**config.mk**
```make
export PLATFORM = sky130hd
export DESIGN_NAME = mm_sequencer
export DESIGN_NICKNAME = d
export VERILOG_FILES = /design/src/rtl/mm_sequencer.sv
export SDC_FILE = /design/constraint.sdc
export NUM_CORES = 1
export LEC_CHECK = 0
export ABC_CLOCK_PERIOD_IN_PS = 3500
export CAP_MARGIN = 5
export CORE_MARGIN = 1.5
export CORE_UTILIZATION = 48
export DETAILED_ROUTE_END_ITERATION = 16
export PLACE_DENSITY = 0.94
export SYNTH_ARGS = -nofsm -noshare
export SYNTH_HDL_FRONTEND = slang
export SYNTH_SLANG_ARGS = --single-unit
```
**constraint.sdc**
```tcl
create_clock -name i_clk -period 3.5 [get_ports i_clk]
set_clock_uncertainty 0.2 [all_clocks]
set_input_delay 0.525 -clock i_clk [delete_from_list [all_inputs] [get_ports i_clk]]
set_output_delay 0.525 -clock i_clk [all_outputs]
set_load 0.005 [all_outputs]
```
**src/rtl/mm_sequencer.sv**
```systemverilog
// mm_sequencer: matrix-multiply controller.
// Decodes 32-bit operations offered over a valid/ready handshake and drives the W/X
// register-file controls (page selects, row write strobes, shift enable, line switch
// pulses, y write-back strobes) plus busy/done/err status.
// Opcodes: 0 no-op, 1 multiply, 2 serial write, 3 config, 4..15 illegal.
// Ports:
//   i_clk, i_reset (sync, active high), i_enable (global stall)
//   i_op_valid / o_op_ready / i_operation : command handshake
//   i_in_data, i_mult_valid               : serial write data, multiplier row valids
//   o_busy, o_done, o_err                 : status
//   o_shift_en, o_w_switch, o_x_switch    : multiplier feed controls
//   o_w_rd_page, o_x_rd_page, o_w_wr_page, o_x_wr_page : page selects
//   o_w_we, o_x_we, o_wr_data, o_y_valid  : write strobes, write data, y write-back
module mm_sequencer #(
   parameter int unsigned DATA_W         = 32,
   parameter int unsigned ARRAY_N        = 8,
   parameter int unsigned PAGE_BITS      = 2,
   parameter int unsigned CELL_W         = 6,
   parameter int unsigned LINE_W         = 3,
   parameter int unsigned DRAIN_LAT      = 17,
   parameter int unsigned DEF_W_CELLS_M1 = 15,
   parameter int unsigned DEF_W_LINES_M1 = 1,
   parameter int unsigned DEF_X_LINES_M1 = 1
) (
   input  logic                 i_clk,
   input  logic                 i_reset,
   input  logic                 i_enable,
   input  logic                 i_op_valid,
   output logic                 o_op_ready,
   input  logic [31:0]          i_operation,
   input  logic [DATA_W-1:0]    i_in_data,
   input  logic [ARRAY_N-1:0]   i_mult_valid,
   output logic                 o_busy,
   output logic                 o_done,
   output logic                 o_err,
   output logic                 o_shift_en,
   output logic                 o_w_switch,
   output logic                 o_x_switch,
   output logic [PAGE_BITS-1:0] o_w_rd_page,
   output logic [PAGE_BITS-1:0] o_x_rd_page,
   output logic [PAGE_BITS-1:0] o_w_wr_page,
   output logic [PAGE_BITS-1:0] o_x_wr_page,
   output logic [ARRAY_N-1:0]   o_w_we,
   output logic [ARRAY_N-1:0]   o_x_we,
   output logic [DATA_W-1:0]    o_wr_data,
   output logic [ARRAY_N-1:0]   o_y_valid
);

   typedef enum logic [1:0] {StIdle, StRun, StDrain, StDone} state_e;

   localparam int unsigned DRAIN_W = $clog2(DRAIN_LAT + 1);

   state_e               r_state, w_state_nxt;
   logic [CELL_W-1:0]    r_cells_m1, w_cells_m1_nxt, r_cell, w_cell_nxt;
   logic [LINE_W-1:0]    r_wlines_m1, w_wlines_m1_nxt, r_xlines_m1, w_xlines_m1_nxt;
   logic [LINE_W-1:0]    r_wline, w_wline_nxt, r_xline, w_xline_nxt;
   logic [DRAIN_W-1:0]   r_drain, w_drain_nxt;
   logic [PAGE_BITS-1:0] r_w_rd_page, w_w_rd_page_nxt, r_x_rd_page, w_x_rd_page_nxt;
   logic [PAGE_BITS-1:0] r_y_page, w_y_page_nxt;
   logic [PAGE_BITS-1:0] r_w_wr_page, w_w_wr_page_nxt, r_x_wr_page, w_x_wr_page_nxt;
   logic [ARRAY_N-1:0]   r_w_we, w_w_we_nxt, r_x_we, w_x_we_nxt, r_y_valid;
   logic                 r_err, w_err_nxt;
   logic [DATA_W-1:0]    r_wr_data;

   logic [3:0]           w_opcode, w_f1, w_f2, w_f3;
   logic                 w_mul_ok, w_row_ok, w_last_cell, w_last_wline, w_last_xline;
   logic [ARRAY_N-1:0]   w_row_oh;
   logic                 w_run, w_unused_op;

   assign w_opcode     = i_operation[3:0];
   assign w_f1         = i_operation[7:4];
   assign w_f2         = i_operation[11:8];
   assign w_f3         = i_operation[15:12];
   // Bit 3 of each page field names the file: X pages must have it clear, W pages set.
   assign w_mul_ok     = ~w_f1[3] & w_f2[3] & ~w_f3[3];
   assign w_row_ok     = {28'd0, w_f2} < ARRAY_N;
   assign w_row_oh     = ARRAY_N'(1) << w_f2;
   assign w_last_cell  = (r_cell == r_cells_m1);
   assign w_last_wline = (r_wline == r_wlines_m1);
   assign w_last_xline = (r_xline == r_xlines_m1);
   assign w_run        = (r_state == StRun);
   assign w_unused_op  = ^i_operation;

   always_comb begin
      w_state_nxt     = r_state;
      w_cells_m1_nxt  = r_cells_m1;
      w_wlines_m1_nxt = r_wlines_m1;
      w_xlines_m1_nxt = r_xlines_m1;
      w_cell_nxt      = r_cell;
      w_wline_nxt     = r_wline;
      w_xline_nxt     = r_xline;
      w_drain_nxt     = r_drain;
      w_w_rd_page_nxt = r_w_rd_page;
      w_x_rd_page_nxt = r_x_rd_page;
      w_y_page_nxt    = r_y_page;
      w_w_wr_page_nxt = r_w_wr_page;
      w_x_wr_page_nxt = r_x_wr_page;
      w_w_we_nxt      = '0;
      w_x_we_nxt      = '0;
      w_err_nxt       = 1'b0;

      unique case (r_state)
         StIdle: begin
            if (i_op_valid) begin
               case (w_opcode)
                  4'd0: begin
                  end
                  4'd1: begin
                     if (w_mul_ok) begin
                        w_x_rd_page_nxt = w_f1[PAGE_BITS-1:0];
                        w_w_rd_page_nxt = w_f2[PAGE_BITS-1:0];
                        w_y_page_nxt    = w_f3[PAGE_BITS-1:0];
                        w_state_nxt     = StRun;
                     end else begin
                        w_err_nxt = 1'b1;
                     end
                  end
                  4'd2: begin
                     if (!w_row_ok) begin
                        w_err_nxt = 1'b1;
                     end else if (w_f1[3]) begin
                        w_w_we_nxt      = w_row_oh;
                        w_w_wr_page_nxt = w_f1[PAGE_BITS-1:0];
                     end else begin
                        w_x_we_nxt      = w_row_oh;
                        w_x_wr_page_nxt = w_f1[PAGE_BITS-1:0];
                     end
                  end
                  4'd3: begin
                     w_cells_m1_nxt  = i_operation[4 +: CELL_W];
                     w_wlines_m1_nxt = i_operation[4 + CELL_W +: LINE_W];
                     w_xlines_m1_nxt = i_operation[4 + CELL_W + LINE_W +: LINE_W];
                  end
                  default: w_err_nxt = 1'b1;
               endcase
            end
         end
         StRun: begin
            // Nested counters: cell innermost, then W line, then X line.
            if (!w_last_cell) begin
               w_cell_nxt = r_cell + CELL_W'(1);
            end else begin
               w_cell_nxt = '0;
               if (!w_last_wline) begin
                  w_wline_nxt = r_wline + LINE_W'(1);
               end else begin
                  w_wline_nxt = '0;
                  if (!w_last_xline) begin
                     w_xline_nxt = r_xline + LINE_W'(1);
                  end else begin
                     w_xline_nxt = '0;
                     w_state_nxt = StDrain;
                  end
               end
            end
         end
         StDrain: begin
            if (r_drain == DRAIN_W'(DRAIN_LAT - 1)) begin
               w_drain_nxt = '0;
               w_state_nxt = StDone;
            end else begin
               w_drain_nxt = r_drain + DRAIN_W'(1);
            end
         end
         StDone: w_state_nxt = StIdle;
      endcase

      // Strobes and pulses are suppressed while stalled; state-like outputs are not.
      o_op_ready  = i_enable & (r_state == StIdle);
      o_busy      = w_run | (r_state == StDrain);
      o_done      = i_enable & (r_state == StDone);
      o_err       = i_enable & r_err;
      o_shift_en  = i_enable & w_run;
      o_w_switch  = o_shift_en & w_last_cell;
      o_x_switch  = o_w_switch & w_last_wline;
      o_w_rd_page = r_w_rd_page;
      o_x_rd_page = r_x_rd_page;
      o_w_wr_page = r_w_wr_page;
      o_x_wr_page = o_busy ? r_y_page : r_x_wr_page;
      o_w_we      = i_enable ? r_w_we : '0;
      o_x_we      = i_enable ? r_x_we : '0;
      o_wr_data   = r_wr_data;
      o_y_valid   = r_y_valid;
   end

   always_ff @(posedge i_clk) begin
      if (i_reset) begin
         r_state     <= StIdle;
         r_cells_m1  <= CELL_W'(DEF_W_CELLS_M1);
         r_wlines_m1 <= LINE_W'(DEF_W_LINES_M1);
         r_xlines_m1 <= LINE_W'(DEF_X_LINES_M1);
         r_cell      <= '0;
         r_wline     <= '0;
         r_xline     <= '0;
         r_drain     <= '0;
         r_w_rd_page <= '0;
         r_x_rd_page <= '0;
         r_y_page    <= '0;
         r_w_wr_page <= '0;
         r_x_wr_page <= '0;
         r_w_we      <= '0;
         r_x_we      <= '0;
         r_err       <= 1'b0;
         r_wr_data   <= '0;
         r_y_valid   <= '0;
      end else if (i_enable) begin
         r_state     <= w_state_nxt;
         r_cells_m1  <= w_cells_m1_nxt;
         r_wlines_m1 <= w_wlines_m1_nxt;
         r_xlines_m1 <= w_xlines_m1_nxt;
         r_cell      <= w_cell_nxt;
         r_wline     <= w_wline_nxt;
         r_xline     <= w_xline_nxt;
         r_drain     <= w_drain_nxt;
         r_w_rd_page <= w_w_rd_page_nxt;
         r_x_rd_page <= w_x_rd_page_nxt;
         r_y_page    <= w_y_page_nxt;
         r_w_wr_page <= w_w_wr_page_nxt;
         r_x_wr_page <= w_x_wr_page_nxt;
         r_w_we      <= w_w_we_nxt;
         r_x_we      <= w_x_we_nxt;
         r_err       <= w_err_nxt;
         r_wr_data   <= i_in_data;
         r_y_valid   <= i_mult_valid;
      end
   end

endmodule

```
==> flow_metrics.env <==
export IMPL_critPathMostFrequentCell="inv_1"
export IMPL_cp_top_family="buffers and inverters"
export IMPL_yosysTopAreaCellShare=0.4760
export IMPL_path_depth=8
export IMPL_crit_required_ps=2770
export IMPL_endpoint="o_x_switch"
export IMPL_finalSetupTns_ps=0
export IMPL_drv_slew=0
export IMPL_post_cts_resized=0
export IMPL_core_area_um2=8258
export IMPL_synthCells=429
export IMPL_drc=0
export IMPL_final_common_cell="clkdlybuf4s50_1"
export IMPL_root_buffer="clkbuf_8"
export IMPL_maxCapViolCount=0
export IMPL_netlist_area_um2=4121
export IMPL_ir_worst_vdd_mv=0.2696
export IMPL_ys_seq_elements=98
export IMPL_pin_count=147
export IMPL_p_per_area_nw_per_um2=386.0
export IMPL_fin_crit_sh=0.9380
export IMPL_startpoint_type="flop"
export IMPL_critPathArrivalTime_ps=2560
export IMPL_yosys_warnings=0
export IMPL_dp_cells=642
export IMPL_final_cell_mix="128 x clkdlybuf4s50_1, 98 x dfxtp_1, 87 x nor2_1"
export IMPL_cts_buffers=9
export IMPL_dp_hpwl_mm=7.440
export IMPL_power_total_mw=2.189
export IMPL_port_buffers=130
export IMPL_die_area_um2=9151
export IMPL_netlist_top_cells_area="dfxtp_1 48%, mux2i_1 16%, nor2_1 7.9%"
export IMPL_critPathLaunch="r_state[1]"
export IMPL_ant_nets=0
export IMPL_critPathKind="flop to output port"
export IMPL_insertion_delay_ps=350
export IMPL_first_global_vias=3483
export IMPL_drt_first_pass_iters=5
export IMPL_end_kind="output port"
export IMPL_gp_congestion=0.8069
export IMPL_vias_per_cell=5.334
export IMPL_n_antenna_cell=0
export IMPL_holdWs_ps=292.4
export IMPL_hold_path_class="flop to flop"
export IMPL_slew_headroom=0.4974
export IMPL_syn_to_final_growth_pct=37.61
export IMPL_reg2reg_to="r_xlines_m1[2]"
export IMPL_rrSetupSlack_ps=1070
export IMPL_ys_types=40
export IMPL_fin_crit_ps=3283
export IMPL_cp_num_buf_inv=4
export IMPL_cts_sinks=98
export IMPL_hold_viol=0
export IMPL_drive_gt1_frac=0.04702
export IMPL_grt_pass1_wl_mm=16.37
export IMPL_grt_max_degree=53
export IMPL_num_rows=33
export IMPL_cts_hold_buf=0
export IMPL_finalSetupViolations=0
export IMPL_leakagePower_nw=2.283
export IMPL_cts_tree="yes"
export IMPL_drt_iter0_drc=194
export IMPL_globalRouteOverflowTotal=0
export IMPL_r2r_cells=7
export IMPL_worstMarginPinSlew_ps=753.9
export IMPL_status="complete, no violations"
export IMPL_critPathMaxFanout=12
export IMPL_clock_fmax_mhz=304.6
export IMPL_path_cells="inv_1, ha_1, and2_1, nand3_4, inv_1, nand2_1, inv_1, clkdlybuf4s50_1"
export IMPL_post_cts_buffers=0
export IMPL_ys_seq_area_frac=0.4760
export IMPL_grt_total_usage=0.2313
export IMPL_htreeDepth=3
export IMPL_vias=3510
export IMPL_nFillCells=621
export IMPL_antenna_found_initial=1
export IMPL_fin_nets=633
export IMPL_wirelength_mm=10.25
export IMPL_syn_nets=514
export IMPL_die_h_um=95.66
export IMPL_rsz0062_at_grt="no"
export IMPL_stdcell_count=658
export IMPL_crit_path_max_incr_delay_ps=490
export IMPL_clk_pin_slew_worst_paths_ps=90
export IMPL_cts_buffer_depth=2
export IMPL_critPathSlowestCell="clkdlybuf4s50_1"
export IMPL_die_x_um=95.66
export IMPL_initial_core_util=0.4991
export IMPL_yosys_area_top_type="dfxtp_1"
export IMPL_avgSynthCellArea_um2=9.607
export IMPL_rr_startpoint="r_state[0]"
export IMPL_routedWlPerCell_um=15.58
-- area by class of cell --
type                    count  area, µm²  share of cell area
repair buffers            134       1321              0.2330
inverters                  11      41.29            0.007280
flip-flops and latches     98       1962              0.3459
clock buffers              12      145.1             0.02559
well taps                 105      131.4             0.02316
multi-input cells         294       1997              0.3521
clock inverters             4      73.82             0.01302
-- worst min path at each step --
stage | start | endpoint | slack (ps) | cells past startpoint
6_report | r_x_we[7] | r_x_we[7] | 290 | 2
5_1_grt | r_x_we[7] | r_x_we[7] | 330 | 2
4_1_cts | r_x_we[7] | r_x_we[7] | 300 | 2
3_5_place_dp | r_x_we[7] | r_x_we[7] | 270 | 2
3_3_place_gp | r_w_we[7] | r_w_we[7] | 270 | 2
2_1_floorplan | r_w_we[3] | r_w_we[3] | 240 | 2
-- state kept, by name (all words and copies together), names as in the netlist, 3 cells and up --
| name | cells |
|---|---|
| o_wr_data | 32 |
| o_y_valid | 8 |
| r_w_we | 8 |
| r_x_we | 8 |
| r_cell | 6 |
| r_cells_m1 | 6 |
| r_drain | 5 |
| r_wline | 3 |
| r_wlines_m1 | 3 |
| r_xline | 3 |
| r_xlines_m1 | 3 |
-- stage by stage --
stage	cell area (µm²)	utilization	setup WS, ps
4_1_cts	5672	0.6868	228.5
2_1_floorplan	4121	-	1485
6_report	5672	0.6868	216.9
5_1_grt	5672	0.6868	60.26
3_3_place_gp	5453	0.6603	645.7
3_5_place_dp	5453	0.6603	612.0
-- synth_stat cells --
library cell / n
a21oi_1: 5
a221o_1: 1
a22oi_1: 13
a32oi_1: 4
a41oi_1: 1
and2_1: 24
and3_1: 3
and4b_1: 1
buf_1: 3
buf_2: 7
buf_4: 2
buf_6: 1
clkbuf_1: 13
clkinv_1: 1
dfxtp_1: 98
ha_1: 9
inv_1: 10
mux2_2: 2
mux2i_1: 64
nand2_1: 16
nand3_1: 7
nand3_4: 1
nand4_1: 6
nand4b_1: 1
nor2_1: 87
nor2b_1: 3
nor3_1: 7
nor3b_1: 3
nor3b_2: 1
nor4_4: 1
o211ai_1: 1
o21a_1: 2
o21ai_0: 5
o311a_1: 1
o311ai_0: 1
o31ai_1: 1
or2_2: 1
or3_1: 1
xnor2_1: 6
xor2_1: 15
-- report_power, final --
group          total, mW  internal (mW)  switching [mW]
logic              0.234          0.140          0.0948
clock network      0.795          0.425           0.370
registers           1.16           1.14          0.0163
total               2.19           1.71           0.481
-- kinds of logic (layout without fill, tap and decap cells) --
| kind of cell | Yosys count | after routing | share of synthesized area |
|---|---|---|---|
| mux | 66 | 66 | 0.1609 |
| flops | 98 | 98 | 0.4760 |
| simple gates | 163 | 163 | 0.1910 |
| xor+xnor | 21 | 21 | 0.04463 |
| buf+inv | 37 | 161 | 0.03946 |
| compound gates | 35 | 35 | 0.06071 |
| fa+ha+maj | 9 | 9 | 0.02732 |
-- worst reg2reg max path: stages, from the launching register on --
cell and delay [ps]:
dfxtp_1 350, inv_1 120, ha_1 240, and3_1 230, and2_1 160, and3_1 660
mux2i_1 270, nor2_1 60
-- per-layer routing --
metal	GRT usage	vias up	part of all wire	wire (µm)
met4	0.1029	2	0.026	266
met2	0.3803	150	0.48	4948
met5	0	-	0.00098	10
met1	0.2753	1650	0.41	4175
met3	0.07257	24	0.083	854
li1	-	1684	-	-
No activity file was read; power rests on OpenSTA's default activity.
